===== config.mk =====
export PLATFORM = sky130hd
export DESIGN_NAME = io_selftest_flat
export DESIGN_NICKNAME = d
export VERILOG_FILES = /design/src/rtl/io_selftest_pkg.sv /design/src/rtl/io_selftest_if.sv /design/src/rtl/io_selftest_patgen.sv /design/src/rtl/io_selftest.sv /design/src/flat_wrapper.sv
export SDC_FILE = /design/constraint.sdc
export NUM_CORES = 1
export LEC_CHECK = 0
export CORE_MARGIN = 2
export CORE_UTILIZATION = 54
export CTS_CLUSTER_SIZE = 28
export DETAILED_ROUTE_END_ITERATION = 8
export PLACE_DENSITY_LB_ADDON = 0.05
export SETUP_SLACK_MARGIN = 0.5
export SYNTH_ARGS = -nofsm -noshare
export SYNTH_HDL_FRONTEND = slang
export SYNTH_SLANG_ARGS = --single-unit

===== constraint.sdc =====
create_clock -name clk -period 3.2 [get_ports clk]
set_clock_uncertainty 0.1 [all_clocks]
set_input_delay 0.8 -clock clk [delete_from_list [all_inputs] [get_ports clk]]
set_output_delay 0.8 -clock clk [all_outputs]
set_load 0.01 [all_outputs]

===== src/rtl/io_selftest_pkg.sv =====
// Shared encodings for the pad self-test engine: mode codes, loop FSM states, LFSR constants.
// Pure declarations; no logic, no latency.
package io_selftest_pkg;

    localparam logic [1:0] MODE_PASS   = 2'd0;
    localparam logic [1:0] MODE_COUNT  = 2'd1;
    localparam logic [1:0] MODE_LOOP   = 2'd2;
    localparam logic [1:0] MODE_CLKDIV = 2'd3;

    typedef enum logic [1:0] {
        ST_IDLE  = 2'd0,
        ST_RUN   = 2'd1,
        ST_DRAIN = 2'd2,
        ST_DONE  = 2'd3
    } loop_st_e;

    // x^16+x^14+x^13+x^11+1 in right-shift Fibonacci form: feedback from bits 0,2,3,5.
    localparam logic [15:0] LFSR_SEED = 16'hACE1;
    localparam logic [15:0] LFSR_TAPS = 16'h002D;

endpackage


===== src/rtl/io_selftest_if.sv =====
// Control and pad-facing bus of io_selftest; master drives the controls, slave is the engine.
// Plain wiring, no latency and no flow control.
interface io_selftest_if #(
    parameter int WIDTH = 8,
    parameter int ERR_W = 8
);
    logic [1:0]       mode;
    logic [2:0]       div_sel;
    logic             start;
    logic [WIDTH-1:0] pass_in;
    logic [WIDTH-1:0] io_in;
    logic [WIDTH-1:0] q_out;
    logic [WIDTH-1:0] io_out;
    logic [WIDTH-1:0] io_oe;
    logic             busy;
    logic             done;
    logic [ERR_W-1:0] err_cnt;

    modport master (
        output mode, div_sel, start, pass_in, io_in,
        input  q_out, io_out, io_oe, busy, done, err_cnt
    );

    modport slave (
        input  mode, div_sel, start, pass_in, io_in,
        output q_out, io_out, io_oe, busy, done, err_cnt
    );
endinterface


===== src/rtl/io_selftest_patgen.sv =====
// Loop-burst pattern source: 16-bit PRBS when IO_SELFTEST_PRBS_EN is defined, else a WIDTH-bit up-counter.
// Pattern is a register: load/adv take effect on the next clock, load has priority.
module io_selftest_patgen
    import io_selftest_pkg::*;
#(
    parameter int WIDTH = 8
) (
    input  logic             clk,
    input  logic             rst,
    input  logic             load,
    input  logic             adv,
    output logic [WIDTH-1:0] pat
);

`ifdef IO_SELFTEST_PRBS_EN
    logic [15:0] lfsr_q, lfsr_d;

    always_comb begin
        lfsr_d = lfsr_q;
        if (load)
            lfsr_d = LFSR_SEED;
        else if (adv)
            lfsr_d = {^(lfsr_q & LFSR_TAPS), lfsr_q[15:1]};
    end

    always_ff @(posedge clk or posedge rst) begin
        if (rst)
            lfsr_q <= LFSR_SEED;
        else
            lfsr_q <= lfsr_d;
    end

    assign pat = lfsr_q[WIDTH-1:0];
`else
    logic [WIDTH-1:0] cnt_q, cnt_d;

    always_comb begin
        cnt_d = cnt_q;
        if (load)
            cnt_d = '0;
        else if (adv)
            cnt_d = cnt_q + 1'b1;
    end

    always_ff @(posedge clk or posedge rst) begin
        if (rst)
            cnt_q <= '0;
        else
            cnt_q <= cnt_d;
    end

    assign pat = cnt_q;
`endif

endmodule


===== src/rtl/io_selftest.sv =====
// Pad self-test engine: PASS / COUNT / LOOP (pattern loopback + error count) / CLKDIV; pattern type via IO_SELFTEST_PRBS_EN.
// Outputs come from registers (1-cycle latency from inputs); LOOP compares io_in against a LAT-deep expected pipeline.
module io_selftest
    import io_selftest_pkg::*;
#(
    parameter int WIDTH = 8,
    parameter int LEN   = 256,
    parameter int LAT   = 2,
    parameter int ERR_W = 8
) (
    input  logic         clk,
    input  logic         rst,
    io_selftest_if.slave bus
);

    localparam int              CW      = $clog2(LEN + LAT + 1) + 1;
    localparam logic [CW-1:0]   LEN_M1  = CW'(LEN - 1);
    localparam logic [CW-1:0]   LAT_M1  = CW'(LAT - 1);
    localparam logic [ERR_W-1:0] ERR_MAX = '1;

    logic [1:0]         mode_q, mode_d;
    logic [WIDTH-1:0]   pass_q, pass_d;
    logic [2*WIDTH-1:0] cnt_q, cnt_d;
    logic [6:0]         div_q, div_d;
    logic               div_clk_q, div_clk_d;
    loop_st_e           st_q, st_d;
    logic [CW-1:0]      cyc_q, cyc_d;
    logic [ERR_W-1:0]   err_q, err_d;
    logic [WIDTH-1:0]   exp_q [LAT];
    logic [WIDTH-1:0]   exp_d [LAT];
    logic [LAT-1:0]     vld_q, vld_d;
    logic [WIDTH-1:0]   pat;
    logic               busy, accept, pat_adv;

    assign busy   = (st_q == ST_RUN) || (st_q == ST_DRAIN);
    assign accept = (st_q == ST_IDLE) && bus.start && (bus.mode == MODE_LOOP);
    // Hold the final pattern through DRAIN instead of stepping past it.
    assign pat_adv = (st_q == ST_RUN) && (cyc_q != LEN_M1);

    io_selftest_patgen #(.WIDTH(WIDTH)) u_patgen (
        .clk  (clk),
        .rst  (rst),
        .load (accept),
        .adv  (pat_adv),
        .pat  (pat)
    );

    always_comb begin
        mode_d    = bus.mode;
        pass_d    = bus.pass_in;
        cnt_d     = (mode_q == MODE_COUNT) ? cnt_q + 1'b1 : cnt_q;
        div_d     = div_q;
        div_clk_d = div_clk_q;
        // Half-period is sampled only at a toggle, so div_sel changes land on the next edge.
        if (mode_q != MODE_CLKDIV) begin
            div_d     = '0;
            div_clk_d = 1'b0;
        end else if (div_q == '0) begin
            div_clk_d = ~div_clk_q;
            div_d     = 7'((8'd1 << bus.div_sel) - 8'd1);
        end else begin
            div_d = div_q - 7'd1;
        end
    end

    always_comb begin
        st_d  = st_q;
        cyc_d = cyc_q;
        err_d = err_q;
        case (st_q)
            ST_IDLE: begin
                if (accept) begin
                    st_d  = ST_RUN;
                    cyc_d = '0;
                    err_d = '0;
                end
            end
            ST_RUN: begin
                if (cyc_q == LEN_M1) begin
                    st_d  = ST_DRAIN;
                    cyc_d = '0;
                end else begin
                    cyc_d = cyc_q + 1'b1;
                end
            end
            ST_DRAIN: begin
                if (cyc_q == LAT_M1)
                    st_d = ST_DONE;
                else
                    cyc_d = cyc_q + 1'b1;
            end
            default: st_d = ST_IDLE;
        endcase
        if (busy && (bus.mode != MODE_LOOP))
            st_d = ST_IDLE;

        // Only entries launched during RUN are compared; the pipe empties whenever no burst is live.
        exp_d[0] = pat;
        vld_d[0] = (st_q == ST_RUN);
        for (int i = 1; i < LAT; i++) begin
            exp_d[i] = exp_q[i-1];
            vld_d[i] = busy && vld_q[i-1];
        end
        if (busy && vld_q[LAT-1] && (bus.io_in != exp_q[LAT-1]) && (err_q != ERR_MAX))
            err_d = err_q + 1'b1;
    end

    always_ff @(posedge clk or posedge rst) begin
        if (rst) begin
            mode_q    <= MODE_PASS;
            pass_q    <= '0;
            cnt_q     <= '0;
            div_q     <= '0;
            div_clk_q <= 1'b0;
            st_q      <= ST_IDLE;
            cyc_q     <= '0;
            err_q     <= '0;
            vld_q     <= '0;
            exp_q     <= '{default: '0};
        end else begin
            mode_q    <= mode_d;
            pass_q    <= pass_d;
            cnt_q     <= cnt_d;
            div_q     <= div_d;
            div_clk_q <= div_clk_d;
            st_q      <= st_d;
            cyc_q     <= cyc_d;
            err_q     <= err_d;
            vld_q     <= vld_d;
            exp_q     <= exp_d;
        end
    end

    always_comb begin
        bus.q_out  = '0;
        bus.io_out = '0;
        bus.io_oe  = '0;
        case (mode_q)
            MODE_PASS: bus.q_out = pass_q;
            MODE_COUNT: begin
                bus.q_out  = cnt_q[WIDTH-1:0];
                bus.io_out = cnt_q[2*WIDTH-1:WIDTH];
                bus.io_oe  = '1;
            end
            MODE_LOOP: begin
                bus.q_out[0] = busy;
                bus.io_out   = pat;
                bus.io_oe    = '1;
            end
            default: begin
                bus.io_out[0] = div_clk_q;
                bus.io_oe[0]  = 1'b1;
            end
        endcase
    end

    assign bus.busy    = busy;
    assign bus.done    = (st_q == ST_DONE);
    assign bus.err_cnt = err_q;

endmodule


===== src/flat_wrapper.sv =====
// flat-port wrapper written by rule: the top's interface ports become plain ports
module io_selftest_flat import io_selftest_pkg::*;
#(
    parameter int WIDTH = 8,
    parameter int LEN   = 256,
    parameter int LAT   = 2,
    parameter int ERR_W = 8
)
  (clk, rst, bus_mode, bus_div_sel, bus_start, bus_pass_in, bus_io_in, bus_q_out, bus_io_out, bus_io_oe, bus_busy, bus_done, bus_err_cnt);
  io_selftest_if #(.WIDTH(WIDTH), .ERR_W(ERR_W)) bus_i ();
  input  logic clk;
  input  logic rst;
  input wire logic [$bits(bus_i.mode)-1:0] bus_mode;
  input wire logic [$bits(bus_i.div_sel)-1:0] bus_div_sel;
  input wire logic [$bits(bus_i.start)-1:0] bus_start;
  input wire logic [$bits(bus_i.pass_in)-1:0] bus_pass_in;
  input wire logic [$bits(bus_i.io_in)-1:0] bus_io_in;
  output wire logic [$bits(bus_i.q_out)-1:0] bus_q_out;
  output wire logic [$bits(bus_i.io_out)-1:0] bus_io_out;
  output wire logic [$bits(bus_i.io_oe)-1:0] bus_io_oe;
  output wire logic [$bits(bus_i.busy)-1:0] bus_busy;
  output wire logic [$bits(bus_i.done)-1:0] bus_done;
  output wire logic [$bits(bus_i.err_cnt)-1:0] bus_err_cnt;
  assign bus_i.mode = bus_mode;
  assign bus_i.div_sel = bus_div_sel;
  assign bus_i.start = bus_start;
  assign bus_i.pass_in = bus_pass_in;
  assign bus_i.io_in = bus_io_in;
  assign bus_q_out = bus_i.q_out;
  assign bus_io_out = bus_i.io_out;
  assign bus_io_oe = bus_i.io_oe;
  assign bus_busy = bus_i.busy;
  assign bus_done = bus_i.done;
  assign bus_err_cnt = bus_i.err_cnt;
  io_selftest #(.WIDTH(WIDTH), .LEN(LEN), .LAT(LAT), .ERR_W(ERR_W)) u_core (.clk(clk), .rst(rst), .bus(bus_i));
endmodule

==> run_summary.xml, run 1 <==
<?xml version="1.0" encoding="UTF-8"?>
<metrics>
  <group name="floorplan">
    <metric name="height_of_the_die" unit="um">88.0</metric>
    <metric name="die_w" unit="um">88.0</metric>
    <metric name="design.portCount" unit="">58</metric>
    <metric name="placementRows" unit="">30</metric>
    <metric name="core" unit="um2">6790</metric>
    <metric name="initial_utilization" unit="%">56.0</metric>
    <metric name="fp.dieArea" unit="um2">7740</metric>
  </group>
  <group name="setup_path">
    <metric name="startpoint_type" unit="">flop</metric>
    <metric name="setup_crit_end_kind" unit="">output port</metric>
    <metric name="cpLargestDelayFamily" unit="">buffers and inverters</metric>
    <metric name="critical-path-slowest-cell" unit="">sky130_fd_sc_hd__dfrtp_1</metric>
    <metric name="crit_chain" unit="">inv_2 &gt; ha_4 &gt; buf_4 &gt; buf_4 &gt; a22oi_1 &gt; nor2b_1 &gt; dlygate4sd2_1</metric>
    <metric name="cp_common_cell" unit="">sky130_fd_sc_hd__buf_4</metric>
    <metric name="cp_slowest_stage_delay" unit="ns">0.42</metric>
    <metric name="timing.reg2reg.worst_path_depth" unit="">8</metric>
    <metric name="critical_path_data_arrival_time" unit="ns">1.85</metric>
    <metric name="timing.critical_path.required" unit="ns">2.30</metric>
    <metric name="critPathMaxFanout" unit="">8</metric>
    <metric name="timing.setup.critical_path_class" unit="">flop to output port</metric>
    <metric name="critical_path.n_buffers_inverters" unit="">4</metric>
    <metric name="path_depth" unit="">7</metric>
  </group>
  <group name="timing">
    <metric name="max_freq" unit="MHz">363</metric>
    <metric name="timing.slew.headroom" unit="%">71.5</metric>
    <metric name="slew_violations" unit="">0</metric>
    <metric name="unrepaired_setup_endpoints_after_global_routing" unit="">true</metric>
    <metric name="timing_hold_violations_final" unit="">0</metric>
    <metric name="tightest_slew" unit="ns">0.421</metric>
    <metric name="timing.setup.tns" unit="ns">0</metric>
    <metric name="min_period_over_period" unit="%">86.0</metric>
    <metric name="final_period_minus_worst_setup_slack" unit="ns">2.75</metric>
    <metric name="setup_violations" unit="">0</metric>
  </group>
  <group name="finish">
    <metric name="antenna_cells_inserted" unit="">0</metric>
    <metric name="most-common-layout-cells" unit="">sky130_fd_sc_hd__dfrtp_1 (79), sky130_fd_sc_hd__clkdlybuf4s50_1 (34), sky130_fd_sc_hd__nor2_1 (29)</metric>
    <metric name="layout_commonest_cell" unit="">sky130_fd_sc_hd__dfrtp_1</metric>
    <metric name="final_layout_size_suffix_gt1_share" unit="%">10.6</metric>
    <metric name="instances_no_fill" unit="">531</metric>
    <metric name="area_delta_synth_final" unit="%">27.2</metric>
    <metric name="net_count_of_the_finished_layout" unit="">467</metric>
    <metric name="final_area" unit="um2">4840</metric>
  </group>
  <group name="global_route">
    <metric name="grt_overflow" unit="">0</metric>
    <metric name="grt_pass1_wl" unit="mm">12.8</metric>
    <metric name="globalRouteTotalUtil" unit="%">21.5</metric>
    <metric name="grt_max_degree" unit="">66</metric>
    <metric name="initial_antenna_violation_count" unit="">0</metric>
    <metric name="first_global_vias" unit="">2791</metric>
  </group>
  <group name="logic_synthesis">
    <metric name="yosys_most_used_dff" unit="">sky130_fd_sc_hd__dfrtp_1</metric>
    <metric name="ys_warn_count" unit="">0</metric>
    <metric name="synthDistinctLibCells" unit="">48</metric>
    <metric name="syn_nets" unit="">400</metric>
    <metric name="synth_enable_flop_cells" unit="">0</metric>
    <metric name="syn-instance-count" unit="">363</metric>
    <metric name="postSynth.asyncResetShare" unit="%">100</metric>
    <metric name="post_synth_instance_area" unit="um2">3810</metric>
    <metric name="synth_seq_cells" unit="">80</metric>
    <metric name="syn_area_per_cell" unit="um2">10.5</metric>
    <metric name="synth_seq_area_share" unit="%">52.6</metric>
  </group>
  <group name="place">
    <metric name="dp.cells" unit="">503</metric>
    <metric name="gp_congestion" unit="">0.832</metric>
    <metric name="detailedPlacementHpwl" unit="mm">5.16</metric>
    <metric name="dpl_cell_area" unit="um2">4450</metric>
    <metric name="port_buffers" unit="">57</metric>
  </group>
  <group name="min_path">
    <metric name="hold_depth" unit="">0</metric>
    <metric name="path_class_of_the_lowest_slack_min_delay_path" unit="">flop to flop</metric>
  </group>
  <group name="route">
    <metric name="detail_route.wl_per_cell" unit="um">14.5</metric>
    <metric name="firstDrtPassIters" unit="">5</metric>
    <metric name="antenna_violating_nets_post_route" unit="">0</metric>
    <metric name="drt-initial-drc-count" unit="">169</metric>
    <metric name="vias" unit="">2895</metric>
    <metric name="routed_wl" unit="mm">7.71</metric>
    <metric name="vias_per_cell" unit="">5.45</metric>
    <metric name="post-route-drc-count" unit="">0</metric>
  </group>
  <group name="power">
    <metric name="pwr_density_cell" unit="nW/um2">661</metric>
    <metric name="cellLeakagePower" unit="nW">2.28</metric>
    <metric name="irDropWorstVdd" unit="mV">0.356</metric>
  </group>
  <group name="clock_network">
    <metric name="clock-root-buffer" unit="">sky130_fd_sc_hd__clkbuf_8</metric>
    <metric name="clock_net_sink_count" unit="">80</metric>
    <metric name="path_clk_slew" unit="ns">0.08</metric>
    <metric name="cts.hold.buffers_added" unit="">0</metric>
    <metric name="cts_tree" unit="">done</metric>
    <metric name="cts_inserted_buffers" unit="">9</metric>
    <metric name="clock_path_buffers" unit="">2</metric>
    <metric name="clkLatencyLatePin" unit="ns">0.35</metric>
    <metric name="cts.htree.levels" unit="">3</metric>
  </group>
  <group name="run_status">
    <metric name="status" unit="">finished, final reports clean</metric>
  </group>
  <group name="flow_run">
    <metric name="maxCapViolations" unit="">0</metric>
  </group>
</metrics>
==> path summary, 6_finish.rpt <==
| kind | startpoint | end | slack, ns |
|---|---|---|---|
| max | u_core.mode_q[1] | bus_io_out[1] | 0.45 |
| min | u_core.exp_d[7] | u_core.exp_q[7] | 0.25 |
| max reg2reg | u_core.st_q[1] | u_core.cyc_q[9] | 0.79 |
| min reg2reg | u_core.exp_d[7] | u_core.exp_q[7] | 0.25 |
| max in group asynchronous | rst | u_core.exp_q[1] | 1.68 |
| min in group asynchronous | rst | u_core.cyc_q[6] | 0.69 |
==> what timing repair did <==
action / CTS / global route
setup buffers: 6 / 6
gates resized for setup: 28 / 12
endpoints found under the setup margin: 25 / 11
pin swaps: 1 / 2
gates cloned: 0 / 0
==> sequential cells by signal, indices dropped and copies added, names as in the netlist <==
signal,cells
u_core.bus.err_cnt,8
u_core.cnt_q,16
u_core.cyc_q,10
u_core.div_clk_q,1
u_core.div_q,7
u_core.exp_d,8
u_core.exp_q,8
u_core.mode_q,2
u_core.pass_q,8
u_core.st_q,2
u_core.u_patgen.pat,8
u_core.vld_q,2
==> cell type report <==
type | instances | area (um2)
flip-flops and latches | 80 | 2000
fillers | 506 | 1950
multi-input cells | 255 | 1720
repair buffers | 73 | 728
clock buffers | 11 | 141
well taps | 96 | 120
clock inverters | 5 | 80.1
inverters | 11 | 45.0
==> metrics by stage <==
stage | hold slack (ns) | total power [W] | utilization (%) | worst slack [ns]
2_1_floorplan | 0.231 | 0.00199 | - | 0.679
3_3_place_gp | 0.233 | 0.00230 | 65.5 | 0.412
3_5_place_dp | 0.235 | 0.00233 | 65.5 | 0.361
4_1_cts | 0.246 | 0.00321 | 70.2 | 0.336
5_1_grt | 0.265 | 0.00341 | 71.2 | 0.352
6_report | 0.250 | 0.00320 | 71.2 | 0.449
==> where the power goes <==
group | switching [W] | total [W] | internal (W)
Combinational | 0.000491 | 0.000965 | 0.000474
Sequential | 0.000196 | 0.00142 | 0.00122
Clock | 0.000357 | 0.000816 | 0.000459
Total | 0.00104 | 0.00320 | 0.00215
==> logic make-up after synthesis <==
group	count (synthesis)	share of synthesized area (%)
flops	80	52.6
simple gates	131	17.6
xor+xnor	35	8.05
fa+ha+maj	13	4.27
compound gates	73	13.2
buf+inv	28	3.48
mux	3	0.822
==> cell usage after synthesis (4+ instances only) <==
| cell type | n | share of area (%) |
|---|---|---|
| sky130_fd_sc_hd__nand4_1 | 12 | 2.0 |
| sky130_fd_sc_hd__o31ai_1 | 4 | 0.79 |
| sky130_fd_sc_hd__or3_1 | 4 | 0.66 |
| sky130_fd_sc_hd__o21ai_0 | 21 | 2.8 |
| sky130_fd_sc_hd__ha_1 | 13 | 4.3 |
| sky130_fd_sc_hd__xor2_1 | 17 | 3.9 |
| sky130_fd_sc_hd__buf_4 | 6 | 1.2 |
| sky130_fd_sc_hd__and2_1 | 7 | 1.2 |
| sky130_fd_sc_hd__a22oi_1 | 8 | 1.6 |
| sky130_fd_sc_hd__inv_1 | 11 | 1.1 |
| sky130_fd_sc_hd__xnor2_1 | 18 | 4.1 |
| sky130_fd_sc_hd__nand3_1 | 14 | 1.8 |
| sky130_fd_sc_hd__a21oi_1 | 9 | 1.2 |
| sky130_fd_sc_hd__and3_1 | 6 | 0.99 |
| sky130_fd_sc_hd__nor3_1 | 8 | 1.1 |
| sky130_fd_sc_hd__nor2_1 | 29 | 2.9 |
| sky130_fd_sc_hd__nand2b_1 | 5 | 0.82 |
| sky130_fd_sc_hd__nor2b_1 | 12 | 2.0 |
| sky130_fd_sc_hd__dfrtp_1 | 80 | 53 |
| sky130_fd_sc_hd__clkbuf_1 | 5 | 0.49 |
| sky130_fd_sc_hd__a22o_1 | 12 | 2.8 |
| sky130_fd_sc_hd__nand2_1 | 26 | 2.6 |
==> worst register-to-register path, delay by kind of cell (launching register included) <==
family	cells	cell delay, ns
adders and majority gates	1	0.26
buffers and inverters	2	0.31
DFF	1	0.39
AOI/OAI and AO/OA	3	0.37
and+or+nand+nor	2	0.90
==> routing by layer <==
layer	global-route usage, %	up-vias	routed length, um
met1	28.2	1403	3480
met5	0	-	0
met4	8.81	0	105
li1	-	1412	-
met2	35.3	72	3790
met3	4.15	8	330
Note: power is estimated with default switching activity, not from simulation.
==> run 2: changes to the inputs <==
CORE_UTILIZATION = 58   (was 54)
clock period = 3.5 ns   (was 3.2 ns; I/O delays follow)
==> run_summary.xml, run 2 (synthesis results as in run 1) <==
<?xml version="1.0" encoding="UTF-8"?>
<metrics>
  <group name="run_status">
    <metric name="status" unit="">finished, final reports clean</metric>
  </group>
  <group name="timing">
    <metric name="tightest_slew" unit="ns">0.738</metric>
    <metric name="unrepaired_setup_endpoints_after_global_routing" unit="">true</metric>
    <metric name="timing.hold.ws" unit="ns">0.251</metric>
    <metric name="timing.slew.headroom" unit="%">50.7</metric>
    <metric name="timing_hold_violations_final" unit="">0</metric>
    <metric name="setup_violations" unit="">0</metric>
    <metric name="min_period_over_period" unit="%">84.5</metric>
    <metric name="max_freq" unit="MHz">338</metric>
    <metric name="final_period_minus_worst_setup_slack" unit="ns">2.96</metric>
    <metric name="timing.setup.tns" unit="ns">0</metric>
    <metric name="slew_violations" unit="">0</metric>
  </group>
  <group name="setup_path">
    <metric name="timing.setup.critical_path_class" unit="">flop to output port</metric>
    <metric name="crit_chain" unit="">inv_2 &gt; ha_4 &gt; buf_6 &gt; a22o_1 &gt; clkdlybuf4s50_1</metric>
    <metric name="critical_path_data_arrival_time" unit="ns">1.98</metric>
    <metric name="r2r_slack" unit="ns">0.96</metric>
    <metric name="worst_setup_path_endpoint" unit="">bus_q_out[2]</metric>
    <metric name="timing.critical_path.required" unit="ns">2.52</metric>
    <metric name="critical-path-slowest-cell" unit="">sky130_fd_sc_hd__clkdlybuf4s50_1</metric>
    <metric name="timing.reg2reg.worst_path_depth" unit="">7</metric>
    <metric name="timing.rr.end" unit="">u_core.cyc_q[9]</metric>
    <metric name="setup_crit_end_kind" unit="">output port</metric>
    <metric name="critPathMaxFanout" unit="">12</metric>
    <metric name="cp_slowest_stage_delay" unit="ns">0.54</metric>
    <metric name="startpoint_type" unit="">flop</metric>
    <metric name="regToRegStartpoint" unit="">u_core.st_q[1]</metric>
    <metric name="worst_setup_path_startpoint" unit="">u_core.mode_q[1]</metric>
  </group>
  <group name="global_route">
    <metric name="first_global_vias" unit="">2882</metric>
    <metric name="grt_overflow" unit="">0</metric>
    <metric name="grt_max_degree" unit="">48</metric>
    <metric name="globalRouteTotalUtil" unit="%">22.5</metric>
    <metric name="initial_antenna_violation_count" unit="">0</metric>
    <metric name="grt_pass1_wl" unit="mm">13.0</metric>
  </group>
  <group name="flow_run">
    <metric name="maxCapViolations" unit="">0</metric>
  </group>
  <group name="route">
    <metric name="detail_route.wl_per_cell" unit="um">15.1</metric>
    <metric name="drt-initial-drc-count" unit="">102</metric>
    <metric name="antenna_violating_nets_post_route" unit="">0</metric>
    <metric name="post-route-drc-count" unit="">0</metric>
    <metric name="vias" unit="">2858</metric>
    <metric name="vias_per_cell" unit="">5.69</metric>
    <metric name="routed_wl" unit="mm">7.58</metric>
    <metric name="firstDrtPassIters" unit="">5</metric>
  </group>
  <group name="floorplan">
    <metric name="height_of_the_die" unit="um">85.0</metric>
    <metric name="fp.dieArea" unit="um2">7230</metric>
    <metric name="die_w" unit="um">85.0</metric>
    <metric name="design.portCount" unit="">58</metric>
    <metric name="initial_utilization" unit="%">59.9</metric>
    <metric name="core" unit="um2">6350</metric>
    <metric name="placementRows" unit="">29</metric>
  </group>
  <group name="place">
    <metric name="detailedPlacementHpwl" unit="mm">5.29</metric>
    <metric name="port_buffers" unit="">57</metric>
    <metric name="gp_congestion" unit="">0.834</metric>
  </group>
  <group name="finish">
    <metric name="largest_register_ff_count" unit="">16</metric>
    <metric name="antenna_cells_inserted" unit="">0</metric>
    <metric name="final_layout_size_suffix_gt1_share" unit="%">8.24</metric>
    <metric name="top_regs" unit="">u_core.cnt_q (16), u_core.cyc_q (10)</metric>
    <metric name="most-common-layout-cells" unit="">sky130_fd_sc_hd__dfrtp_1 (78), sky130_fd_sc_hd__clkdlybuf4s50_1 (56), sky130_fd_sc_hd__nor2_1 (29)</metric>
    <metric name="layout_commonest_cell" unit="">sky130_fd_sc_hd__dfrtp_1</metric>
    <metric name="net_count_of_the_finished_layout" unit="">457</metric>
    <metric name="area_delta_synth_final" unit="%">23.3</metric>
    <metric name="max_flop_register" unit="">u_core.cnt_q</metric>
  </group>
  <group name="power">
    <metric name="irDropWorstVdd" unit="mV">0.431</metric>
    <metric name="p_comb_share" unit="%">30.9</metric>
    <metric name="cellInternalPower" unit="W">0.00188</metric>
    <metric name="sw_frac_of_total" unit="%">33.8</metric>
    <metric name="cellLeakagePower" unit="nW">2.04</metric>
    <metric name="power_switching" unit="W">0.000960</metric>
    <metric name="pwr_density_cell" unit="nW/um2">604</metric>
    <metric name="p_seq_share" unit="%">45.7</metric>
    <metric name="clock_power_share" unit="%">23.4</metric>
  </group>
  <group name="min_path">
    <metric name="worst_min_path_start" unit="">u_core.exp_d[4]</metric>
    <metric name="path_class_of_the_lowest_slack_min_delay_path" unit="">flop to flop</metric>
  </group>
  <group name="clock_network">
    <metric name="clock_net_sink_count" unit="">80</metric>
    <metric name="clkLatencyLatePin" unit="ns">0.34</metric>
    <metric name="clock_path_buffers" unit="">2</metric>
    <metric name="path_clk_slew" unit="ns">0.09</metric>
    <metric name="clock-root-buffer" unit="">sky130_fd_sc_hd__clkbuf_8</metric>
    <metric name="cts_inserted_buffers" unit="">9</metric>
    <metric name="cts.htree.levels" unit="">3</metric>
    <metric name="cts_tree" unit="">done</metric>
  </group>
</metrics>
-- run 2: cell count changes in the layout (fill, tap and decap cells not counted), moves of 2 or more --
| cell | previous run | this run |
|---|---|---|
| sky130_fd_sc_hd__buf_4 | 13 | 4 |
| sky130_fd_sc_hd__dlygate4sd2_1 | 12 | 1 |
| sky130_fd_sc_hd__clkdlybuf4s50_1 | 34 | 56 |
| sky130_fd_sc_hd__dlymetal6s2s_1 | 10 | 0 |
| sky130_fd_sc_hd__clkinv_4 | 0 | 2 |
| sky130_fd_sc_hd__inv_1 | 6 | 8 |
| sky130_fd_sc_hd__inv_2 | 4 | 2 |
-- run 2: per-stage QoR --
stage | cells | util (%) | total power, W | area, um2 | setup slack (ns)
3_5_place_dp | 482 | 69.5 | 0.00213 | 4410 | 0.584
2_1_floorplan | 363 | - | 0.00182 | 3810 | 0.904
5_1_grt | 502 | 73.9 | 0.00302 | 4690 | 0.445
4_1_cts | 498 | 73.1 | 0.00281 | 4640 | 0.469
6_report | 502 | 73.9 | 0.00284 | 4690 | 0.541
3_3_place_gp | 482 | 69.5 | 0.00208 | 4410 | 0.642
-- run 2: repair_timing --
action                     in CTS  in global routing
buffers inserted                0                  4
hold buffers                    0                  0
setup endpoints to repair      16                 16
resized for setup               9                  5
pin swaps                       0                  1
-- run 2: how the worst min path moves through the flow --
stage	depth (start not counted)	end
after floorplan	0	u_core.exp_q[0]
after global placement	0	u_core.exp_q[0]
after detailed placement	0	u_core.exp_q[4]
after CTS	0	u_core.exp_q[4]
after global routing	0	u_core.exp_q[6]
final	0	u_core.exp_q[4]
-- run 2: per-layer routing --
layer  track usage (%)  vias to the layer above  wire length (um)
met5                 0                        -                 0
met4              8.37                        0               110
met3              4.67                       10               328
met2              37.4                       70              3880
met1              29.2                     1400              3260
li1                  -                     1378                 -
-- run 2: area by class of cell --
| class | instances | area (um2) |
|---|---|---|
| clock buffer | 9 | 124 |
| sequential | 80 | 2000 |
| multi-input combinational | 255 | 1720 |
| tap | 77 | 96.3 |
| clock inverter | 7 | 72.6 |
| fill | 483 | 1660 |
| inverter | 11 | 45.0 |
| timing repair buffer | 63 | 631 |
-- run 2: power by group through the flow --
stage | clock network, W | logic (W) | registers, W
final | 0.000664 | 0.000878 | 0.00130
after global routing | 0.000719 | 0.000979 | 0.00132
after CTS | 0.000679 | 0.000828 | 0.00130
after detailed placement | 0 | 0.000811 | 0.00132
after global placement | 0 | 0.000777 | 0.00131
after floorplan | 0 | 0.000553 | 0.00127
-- run 2: critical path: cells and delay by family, from the launching register on --
family                     cells  cell delay (ns)
adders and majority gates      1             0.21
DFF                            1             0.47
buffers and inverters          3             0.81
AOI/OAI and AO/OA              1             0.15
==> run 3: changes to the inputs <==
CORE_UTILIZATION = 54   (was 58)
clock period = 2.75 ns   (was 3.5 ns; I/O delays follow)
==> run_summary.xml, run 3 (synthesis results as in run 1) <==
<?xml version="1.0" encoding="UTF-8"?>
<metrics>
  <group name="finish">
    <metric name="layout_commonest_cell" unit="">sky130_fd_sc_hd__dfrtp_1</metric>
    <metric name="area_delta_synth_final" unit="%">27.4</metric>
    <metric name="net_count_of_the_finished_layout" unit="">474</metric>
    <metric name="instances_no_fill" unit="">537</metric>
    <metric name="antenna_cells_inserted" unit="">0</metric>
    <metric name="final_layout_size_suffix_gt1_share" unit="%">18.6</metric>
    <metric name="max_flop_register" unit="">u_core.cnt_q</metric>
    <metric name="largest_register_ff_count" unit="">16</metric>
    <metric name="top_regs" unit="">u_core.cnt_q (16), u_core.cyc_q (10)</metric>
    <metric name="most-common-layout-cells" unit="">sky130_fd_sc_hd__dfrtp_1 (79), sky130_fd_sc_hd__clkdlybuf4s50_1 (30), sky130_fd_sc_hd__nor2_1 (28)</metric>
  </group>
  <group name="route">
    <metric name="detail_route.wl_per_cell" unit="um">14.4</metric>
    <metric name="vias_per_cell" unit="">5.46</metric>
    <metric name="vias" unit="">2934</metric>
    <metric name="post-route-drc-count" unit="">0</metric>
    <metric name="antenna_violating_nets_post_route" unit="">0</metric>
    <metric name="firstDrtPassIters" unit="">4</metric>
    <metric name="drt-initial-drc-count" unit="">128</metric>
    <metric name="routed_wl" unit="mm">7.75</metric>
  </group>
  <group name="floorplan">
    <metric name="fp.dieArea" unit="um2">7740</metric>
    <metric name="die_w" unit="um">88.0</metric>
    <metric name="height_of_the_die" unit="um">88.0</metric>
    <metric name="initial_utilization" unit="%">56.0</metric>
    <metric name="placementRows" unit="">30</metric>
    <metric name="design.portCount" unit="">58</metric>
    <metric name="core" unit="um2">6790</metric>
  </group>
  <group name="timing">
    <metric name="timing.slew.headroom" unit="%">71.9</metric>
    <metric name="setup_violations" unit="">0</metric>
    <metric name="max_freq" unit="MHz">408</metric>
    <metric name="final_period_minus_worst_setup_slack" unit="ns">2.45</metric>
    <metric name="timing.setup.tns" unit="ns">0</metric>
    <metric name="unrepaired_setup_endpoints_after_global_routing" unit="">true</metric>
    <metric name="min_period_over_period" unit="%">89.1</metric>
    <metric name="tightest_slew" unit="ns">0.415</metric>
    <metric name="setup_slack" unit="ns">0.299</metric>
    <metric name="timing_hold_violations_final" unit="">0</metric>
    <metric name="slew_violations" unit="">0</metric>
  </group>
  <group name="setup_path">
    <metric name="timing.critical_path.required" unit="ns">1.96</metric>
    <metric name="startpoint_type" unit="">flop</metric>
    <metric name="critPathMaxFanout" unit="">5</metric>
    <metric name="setup_crit_end_kind" unit="">output port</metric>
    <metric name="regToRegStartpoint" unit="">u_core.st_q[1]</metric>
    <metric name="worst_setup_path_startpoint" unit="">u_core.mode_q[0]</metric>
    <metric name="critical_path_data_arrival_time" unit="ns">1.66</metric>
    <metric name="timing.setup.critical_path_class" unit="">flop to output port</metric>
  </group>
  <group name="clock_network">
    <metric name="clkLatencyLatePin" unit="ns">0.34</metric>
    <metric name="path_clk_slew" unit="ns">0.07</metric>
    <metric name="cts_tree" unit="">done</metric>
    <metric name="clock_net_sink_count" unit="">80</metric>
    <metric name="clock_path_buffers" unit="">2</metric>
    <metric name="cts.htree.levels" unit="">3</metric>
    <metric name="cts_inserted_buffers" unit="">9</metric>
    <metric name="cts.hold.buffers_added" unit="">0</metric>
    <metric name="clock-root-buffer" unit="">sky130_fd_sc_hd__clkbuf_8</metric>
  </group>
  <group name="min_path">
    <metric name="path_class_of_the_lowest_slack_min_delay_path" unit="">flop to flop</metric>
    <metric name="worst_min_path_start" unit="">u_core.exp_d[1]</metric>
  </group>
  <group name="power">
    <metric name="cellInternalPower" unit="W">0.00245</metric>
    <metric name="irDropWorstVdd" unit="mV">0.383</metric>
    <metric name="p_comb_share" unit="%">32.1</metric>
    <metric name="power_switching" unit="W">0.00122</metric>
    <metric name="p_seq_share" unit="%">45.1</metric>
    <metric name="pwr_density_cell" unit="nW/um2">756</metric>
    <metric name="totalPowerFinal" unit="W">0.00366</metric>
    <metric name="cellLeakagePower" unit="nW">2.18</metric>
    <metric name="clock_power_share" unit="%">22.7</metric>
    <metric name="sw_frac_of_total" unit="%">33.2</metric>
  </group>
  <group name="place">
    <metric name="detailedPlacementHpwl" unit="mm">5.05</metric>
    <metric name="pre_cts_slack" unit="ns">0.139</metric>
    <metric name="port_buffers" unit="">57</metric>
    <metric name="dp.cells" unit="">506</metric>
    <metric name="gp_congestion" unit="">0.843</metric>
  </group>
  <group name="global_route">
    <metric name="first_global_vias" unit="">2804</metric>
    <metric name="grt_pass1_wl" unit="mm">12.9</metric>
    <metric name="globalRouteTotalUtil" unit="%">21.4</metric>
    <metric name="grt_max_degree" unit="">66</metric>
    <metric name="initial_antenna_violation_count" unit="">0</metric>
    <metric name="grt_overflow" unit="">0</metric>
  </group>
  <group name="run_status">
    <metric name="status" unit="">finished, final reports clean</metric>
  </group>
  <group name="flow_run">
    <metric name="maxCapViolations" unit="">0</metric>
  </group>
</metrics>
==> run 3: changes by cell type in the layout (fill, tap and decap cells not counted), sizes merged <==
cell           previous run  this run
buf                       6        35
clkbuf                    9        15
clkdlybuf4s15             0         2
clkdlybuf4s50            56        30
clkinv                    4         1
clkinvlp                  3         2
dlygate4sd2               1         9
dlymetal6s2s              0         1
==> run 3: final cells by class <==
type / count / area (um2)
Sequential cell: 80 / 2000
Multi-Input combinational cell: 255 / 1800
Timing Repair Buffer: 80 / 693
Tap cell: 96 / 120
Fill cell: 502 / 1950
Clock inverter: 3 / 42.5
Inverter: 11 / 45.0
Clock buffer: 12 / 145
==> run 3: critical path: stages (launching register included) <==
cell and delay (ns):
sky130_fd_sc_hd__dfrtp_2 0.46, sky130_fd_sc_hd__ha_4 0.18, sky130_fd_sc_hd__buf_6 0.12, sky130_fd_sc_hd__a222oi_1 0.33, sky130_fd_sc_hd__nor2_1 0.08, sky130_fd_sc_hd__buf_2 0.14
==> run 3: per-stage QoR <==
stage / cell area [um2] / util [%] / hold slack, ns
final: 4850 / 71.3 / 0.249
after global routing: 4850 / 71.3 / 0.256
after CTS: 4780 / 70.3 / 0.251
after detailed placement: 4470 / 65.9 / 0.235
after global placement: 4470 / 65.9 / 0.233
after floorplan: 3810 / - / 0.231
==> run 3: repair_timing <==
action | in CTS | in global routing
gates resized for setup | 91 | 23
setup endpoints to repair | 36 | 39
pin swaps | 8 | 8
buffers inserted | 11 | 5
==> run 3: power by group through the flow <==
| stage | registers, W | clock network, W | logic, W |
|---|---|---|---|
| floorplan | 0.00162 | 0 | 0.000705 |
| global placement | 0.00166 | 0 | 0.00103 |
| detailed placement | 0.00167 | 0 | 0.00105 |
| CTS | 0.00165 | 0.000855 | 0.00114 |
| global route | 0.00169 | 0.000911 | 0.00131 |
| finish | 0.00165 | 0.000833 | 0.00118 |
==> run 3: worst paths after layout <==
kind | endpoint | slack [ns] | cells past startpoint
max in group asynchronous | u_core.mode_q[0] | 1.34 | 3
worst min register to register | u_core.exp_q[1] | 0.25 | 0
worst min-delay path | u_core.exp_q[1] | 0.25 | 0
worst max register to register | u_core.cyc_q[4] | 0.60 | 8
worst max-delay path | bus_q_out[0] | 0.30 | 5
min in group asynchronous | u_core.cnt_q[1] | 0.58 | 2
==> run 3: layer usage <==
metal	part of all wire [%]	up-vias	wire length [um]	global-route usage (%)
met1	45	1438	3450	28.7
met3	3.7	12	285	3.77
met2	50	71	3850	34.5
met4	2.2	0	170	9.37
met5	0	-	0	0
li1	-	1413	-	-
